## config.mk

```make
export PLATFORM = sky130hd
export DESIGN_NAME = header_shift_timer
export DESIGN_NICKNAME = d
export VERILOG_FILES = /design/src/rtl/miner_pkg.sv /design/src/rtl/shift_word_counter.sv /design/src/rtl/header_shift_timer.sv
export SDC_FILE = /design/constraint.sdc
export NUM_CORES = 1
export LEC_CHECK = 0
export ABC_CLOCK_PERIOD_IN_PS = 5890
export CAP_MARGIN = 20
export CORE_AREA = 3 3 40 42
export CTS_CLUSTER_SIZE = 12
export DETAILED_ROUTE_END_ITERATION = 6
export DIE_AREA = 0 0 43 45
export HOLD_SLACK_MARGIN = 0.02
export MAX_ROUTING_LAYER = met4
export PLACE_DENSITY = 0.78
export SETUP_SLACK_MARGIN = 0.4
export SLEW_MARGIN = 20
export SYNTH_ARGS = -nofsm -noshare
export SYNTH_HDL_FRONTEND = slang
export SYNTH_SLANG_ARGS = --single-unit
```

## constraint.sdc

```tcl
create_clock -name clk -period 5.89 [get_ports clk]
set_clock_uncertainty 0.2 [all_clocks]
set_input_delay 1.767 -clock clk [delete_from_list [all_inputs] [get_ports clk]]
set_output_delay 1.767 -clock clk [all_outputs]
set_load 0.1 [all_outputs]
```

## src/rtl/miner_pkg.sv

```systemverilog
// Shared definitions for the miner header-load path.
package miner_pkg;

  typedef enum logic [1:0] {
    IDLE = 2'b00,
    MID  = 2'b01,
    TAIL = 2'b10,
    DONE = 2'b11
  } shift_phase_t;

  localparam int unsigned HDR_MID_WORDS  = 8;
  localparam int unsigned HDR_TAIL_WORDS = 16;

endpackage : miner_pkg

```

## src/rtl/shift_word_counter.sv

```systemverilog
// Word counter with synchronous clear and enable; saturates instead of rolling over.
module shift_word_counter #(
  parameter int unsigned W = 5
) (
  input  logic         clk,
  input  logic         n_rst,
  input  logic         clr,
  input  logic         en,
  output logic [W-1:0] count
);

  always_ff @(posedge clk or negedge n_rst) begin
    if (!n_rst) begin
      count <= '0;
    end else if (clr) begin
      count <= '0;
    end else if (en && (count != {W{1'b1}})) begin
      count <= count + W'(1);
    end
  end

endmodule : shift_word_counter

```

## src/rtl/header_shift_timer.sv

```systemverilog
// Phase timer for loading a block header into the SHA-256 core: counts accepted
// words and flags the end of the midstate and remaining-word phases.
module header_shift_timer
  import miner_pkg::*;
#(
  parameter int unsigned CNT_W       = 5,
  parameter int unsigned MID_WORDS   = HDR_MID_WORDS,
  parameter int unsigned TAIL_WORDS  = HDR_TAIL_WORDS,
  parameter int unsigned LEVEL_FLAGS = 0
) (
  input  logic             clk,
  input  logic             n_rst,
  input  logic             start,
  input  logic             abort,
  input  logic             shift_in_enable,
  output logic             midstate_shifts_done,
  output logic             remaining_shifts_done,
  output logic             load_busy,
  output logic [1:0]       phase,
  output logic [CNT_W-1:0] word_count,
  output logic             extra_word_err
);

  localparam int unsigned TOTAL_WORDS = MID_WORDS + TAIL_WORDS;
  localparam logic [CNT_W-1:0] MID_LAST   = CNT_W'(MID_WORDS - 1);
  localparam logic [CNT_W-1:0] TOTAL_LAST = CNT_W'(TOTAL_WORDS - 1);

  // Reject configurations where the counter could not hold the full load.
  if ((64'd1 << CNT_W) <= 64'(TOTAL_WORDS)) begin : g_bad_cnt_w
    $error("header_shift_timer: CNT_W too narrow for MID_WORDS+TAIL_WORDS");
  end
  if ((MID_WORDS < 1) || (TAIL_WORDS < 1)) begin : g_bad_words
    $error("header_shift_timer: MID_WORDS and TAIL_WORDS must be >= 1");
  end

  shift_phase_t state_q, state_d;
  logic cnt_clr, cnt_en;
  logic mid_set, rem_set, err_set, flag_clr;
  logic mid_done_q, rem_done_q, err_q, busy_q;

  shift_word_counter #(.W(CNT_W)) u_word_counter (
    .clk   (clk),
    .n_rst (n_rst),
    .clr   (cnt_clr),
    .en    (cnt_en),
    .count (word_count)
  );

  always_ff @(posedge clk or negedge n_rst) begin
    if (!n_rst) begin
      state_q <= IDLE;
    end else begin
      state_q <= state_d;
    end
  end

  // Priority: abort > start > shift_in_enable; a word in the start cycle is dropped.
  always_comb begin
    state_d  = state_q;
    cnt_clr  = 1'b0;
    cnt_en   = 1'b0;
    mid_set  = 1'b0;
    rem_set  = 1'b0;
    err_set  = 1'b0;
    flag_clr = 1'b0;
    if (abort) begin
      state_d  = IDLE;
      cnt_clr  = 1'b1;
      flag_clr = 1'b1;
    end else if (start) begin
      state_d  = MID;
      cnt_clr  = 1'b1;
      flag_clr = 1'b1;
    end else if (shift_in_enable) begin
      case (state_q)
        MID: begin
          cnt_en = 1'b1;
          if (word_count == MID_LAST) begin
            state_d = TAIL;
            mid_set = 1'b1;
          end
        end
        TAIL: begin
          cnt_en = 1'b1;
          if (word_count == TOTAL_LAST) begin
            state_d = DONE;
            rem_set = 1'b1;
          end
        end
        DONE:    err_set = 1'b1;
        default: ;
      endcase
    end
  end

  // Done flags: pulse mode clears every cycle, level mode holds until start/abort.
  always_ff @(posedge clk or negedge n_rst) begin
    if (!n_rst) begin
      mid_done_q <= 1'b0;
      rem_done_q <= 1'b0;
      err_q      <= 1'b0;
      busy_q     <= 1'b0;
    end else begin
      busy_q <= (state_d == MID) || (state_d == TAIL);
      if (flag_clr) begin
        mid_done_q <= 1'b0;
        rem_done_q <= 1'b0;
        err_q      <= 1'b0;
      end else begin
        if (mid_set) begin
          mid_done_q <= 1'b1;
        end else if (LEVEL_FLAGS == 0) begin
          mid_done_q <= 1'b0;
        end
        if (rem_set) begin
          rem_done_q <= 1'b1;
        end else if (LEVEL_FLAGS == 0) begin
          rem_done_q <= 1'b0;
        end
        if (err_set) begin
          err_q <= 1'b1;
        end
      end
    end
  end

  assign midstate_shifts_done  = mid_done_q;
  assign remaining_shifts_done = rem_done_q;
  assign extra_word_err        = err_q;
  assign load_busy             = busy_q;
  assign phase                 = state_q;

endmodule : header_shift_timer

```

## Word-level counts from Yosys, hierarchy flattened

Cells that the tools add are included.

- Bits in registers: 11
- Latch bits: 0
- Bits in writable memories: 0
- Memory bits (read-only): 0
- Input bits: 5
- Output and inout bits: 11
- Logic and storage cells: 54
- Memories kept: 0

- Add/sub/neg operators: 1
- Multiply operators: 0
- Div/mod/pow operators: 0
- $lt $le $gt $ge: 0
- Equal/unequal tests: 8
- Shift-type cells: 0
- Multiplexer cells: 34
- Bitwise operators: 0
- Reductions and logical operators: 5

Operators with widths:

| cell | number |
|---|---|
| 2-to-1 mux 1 bit | 26 |
| 2-to-1 mux 2 bit | 5 |
| 2-to-1 mux 5 bit | 2 |
| equality test 2 bit, second input constant | 3 |
| adder 5 x 1 -> 5 bit, second input constant | 1 |
| equality test 5 x 3 -> 1 bit, second input constant | 1 |
| equality test 5 bit, second input constant | 1 |
| != test 5 bit, second input constant | 1 |
| equality test 2 x 1 -> 1 bit, second input constant | 2 |
| one-hot mux 2 bit (2 select lines) | 1 |
| nonzero test 2 bit | 2 |
| OR reduction 2 bit | 1 |
| logical AND 1 bit | 1 |
| logical OR 1 bit | 1 |

## Depth between registers and ports, before layout

- Word-level depth: 9
- Gate-level depth with buffers: 7
- Mapped depth without buffers: 7

## By module

From an unflattened synthesis, not the netlist that was laid out.

- Cells, all modules: 56
- Area total of the unflattened synthesis: 618.1 µm²

By module, submodules not included:

| module | instances | cells an instance | area each (µm²) | seq. area each (µm²) |
|---|---|---|---|---|
| header_shift_timer | 1 | 33 | 369.1 | 150.1 |
| shift_word_counter | 1 | 23 | 249.0 | 125.1 |

## Least setup slack after synthesis

Ideal clock, no wire load.

- Path kind: flip-flop to output port
- From: register state_q[0] (netlist: phase[0])
- To: output phase[0]
- Arrival time: 0.963 ns
- Data required time: 3.923 ns
- Slack: 2.960 ns
- Stages on the path, launching flop included: 1
- Path buffers: 0
- Path through: dfrtp_1

RTL lines:

| element | line | text |
|---|---|---|
| from (decl) | header_shift_timer.sv:36 | `shift_phase_t state_q, state_d;` |
| from (signal assigned) | header_shift_timer.sv:53 | `state_q <= state_d;` |
| to (decl) | header_shift_timer.sv:19 | `output logic [1:0] phase,` |

No word-level cell between the ends.

## Worst setup path after layout

- From: register state_q[0] (netlist: phase[0])
- To: output phase[0]

No word-level cell between the ends.

==> out/metrics.cfg <==
[synthesis]
synth_fa_ha_area_share_pct = 12.6
synthMuxAreaShare_pct = 3.36
synth_largest_area_cell = dfrtp_1
synth_top_family_by_area = simple AND/OR/NAND/NOR gates
synth-xor-area-share_pct = 5.88
ys_seq_area_share_pct = 46.2
synth_area_leaders = dfrtp_1 (46%), ha_1 (13%), nor2_1 (4.4%)
synth_cell_types = 25
netlist_area_um2 = 596
synth-simple-area-share_pct = 20.0
avgSynthCellArea_um2 = 11.0
synth_compound_area_share_pct = 9.45
synth_nets = 65
synthCells = 54
ys_warn_count = 0
synth_top_area_share_pct = 46.2
ys_seq_elements = 11

[drt]
firstDrtPassIters = 2
remaining_drc_errors = 0
routedWlPerCell_um = 13.1
vias = 463
viasPerCell = 5.32
wl_mm = 1.14
ant_nets = 0
drt_iter0_markers = 1

[critical_path]
start_kind = flip-flop
cpMaxStageDelayCell = clkdlybuf4s50_1
path_buf_inv = 1
critical_path_required_ps = 3920
path_delay_family = buffers and inverters
critPathKind = reg -> out
critPathMaxFanout = 6
critPathCaptureType = primary output
arrival_ps = 1900
path_cells = clkdlybuf4s50_1
slowest_delay_ps = 1170

[place]
port_buffers = 15
place_ws_ps = 2310
dpl_cell_area_um2 = 761
gp_congestion = 0.778
place_inst = 83
hpwl_um = 853

[die]
rows = 13
core-area_mm2 = 0.00128
die_area_mm2 = 0.00194
die_w_um = 43
pin_count = 16
die_y_um = 45
initial_utilization_pct = 46.3

[sta]
tightest_slew_ps = 966
fin_crit_sh_pct = 65.6
finalSetupViolations = 0
max_freq_mhz = 259
rsz0062_at_grt = false
layout_setup_ws_ps = 2020
whs_ps = 313
slew_headroom_pct = 35.4
final_max_slew_viol_count = 0
hold_violations = 0
min_period_ps = 3870
fin_setup_tns_ps = 0

[job]
cap_violations = 0

[clock_tree]
htree_levels = 1
clkTransAtPathRegs_ps = 70
cts_max_path_buffers = 2
cts_tree = yes
ctsResizeCount = 0
cts.sinks = 11
cts_root_buffer = clkbuf_4
worstSkewPairLatency_ps = 270
cts_hold_buf = 0
cts_post_setup_buffers_inserted = 0
cts_made_buffers = 3

[layout]
fin_cells = 87
final_area_um2 = 787
final_util_pct = 61.2
diodes = 0
drive_gt1_share_pct = 9.72
fin_nets = 84
area_growth_pct = 32.1

[pwr]
p_int_mw = 0.111
leakage_nw = 0.342
vdd_ir_drop_max_uv = 147
power_frac_comb_pct = 15.9
power.share.clock_pct = 33.3
cellPowerDensity_mw_per_mm2 = 195
p_total_mw = 0.154
p_sw_mw = 0.0429
pwr-share-seq_pct = 50.8
swShare_pct = 27.9

[global_routing]
antenna_found_initial = 0
overflow = 0
grt_pass1_vias = 502
grt_pass1_wl_mm = 2.17
grt_usage_pct = 15.6
grt_max_degree = 12

[run_status]
status = completed

[min_path]
hold_class = reg -> reg

-- cell usage after synthesis (all sizes together) --
cell type,count
a21oi,3
a221oi,1
and3,1
and4,1
and4bb,1
clkbuf,1
dfrtp,11
ha,6
inv,3
mux2i,2
nand2,3
nand2b,1
nand3b,1
nand4,1
nor2,7
nor3,1
nor3b,1
o21ai,1
o311ai,1
o31a,1
or2,1
or3b,1
xnor2,1
xor2,3
-- cell usage in the layout (no fill, tap or decap), types with 2 or more instances in the layout --
cell	netlist	layout
nor2_1	7	7
a21oi_1	2	2
mux2i_1	2	2
inv_1	3	3
clkdlybuf4s50_1	0	15
nand2_1	3	3
ha_1	6	6
xor2_1	3	3
dfrtp_1	11	11
clkbuf_4	0	3
-- sequential cells by signal (all words and copies together) (netlist names) --
name and flops:
extra_word_err 1, load_busy 1, midstate_shifts_done 1, phase 2, remaining_shifts_done 1, u_word_counter.count 5
-- path summary, 6_finish.rpt --
path	startpoint	endpoint	slack (ps)	cells after the start
worst max-delay path	phase[0]$_DFF_PN0_	phase[0]	2020	1
worst min-delay path	extra_word_err$_DFFE_PN0P_	extra_word_err$_DFFE_PN0P_	310	2
worst max register to register	u_word_counter.count[0]$_DFFE_PN0P_	u_word_counter.count[3]$_DFFE_PN0P_	3770	7
worst min register to register	extra_word_err$_DFFE_PN0P_	extra_word_err$_DFFE_PN0P_	310	2
max in group asynchronous	n_rst	u_word_counter.count[4]$_DFFE_PN0P_	3530	1
min in group asynchronous	n_rst	load_busy$_DFF_PN0_	1630	1
-- layout make-up --
cell class | count | area [um^2]
Clock buffer | 4 | 26.3
Fill cell | 113 | 498
Inverter | 3 | 11.3
Sequential cell | 11 | 275
Tap cell | 15 | 18.8
Multi-Input combinational cell | 39 | 305
Timing Repair Buffer | 15 | 150
-- logic make-up (layout without fill, tap and decap cells) --
logic type | Yosys count | count (layout)
xor+xnor | 4 | 4
buf+inv | 4 | 22
flops | 11 | 11
fa+ha+maj | 6 | 6
compound gates | 7 | 7
mux | 2 | 2
simple gates | 20 | 20
-- per-layer routing --
metal  up-vias  track usage, %  wire length (um)
met3         2            2.79                57
li1        225               -                 -
met4         0            9.04                 6
met2        11            24.3               544
met1       225            19.2               529
met5         -               -                 0
-- power by group through the flow --
stage | clock network (mW) | logic (mW) | registers, mW
after floorplan | 0 | 0.00686 | 0.0883
after global placement | 0 | 0.0243 | 0.0795
after detailed placement | 0 | 0.0245 | 0.0795
after CTS | 0.0528 | 0.0246 | 0.0781
after global routing | 0.0570 | 0.0261 | 0.0783
final | 0.0511 | 0.0244 | 0.0780
Note: power is estimated with default switching activity, not from simulation.
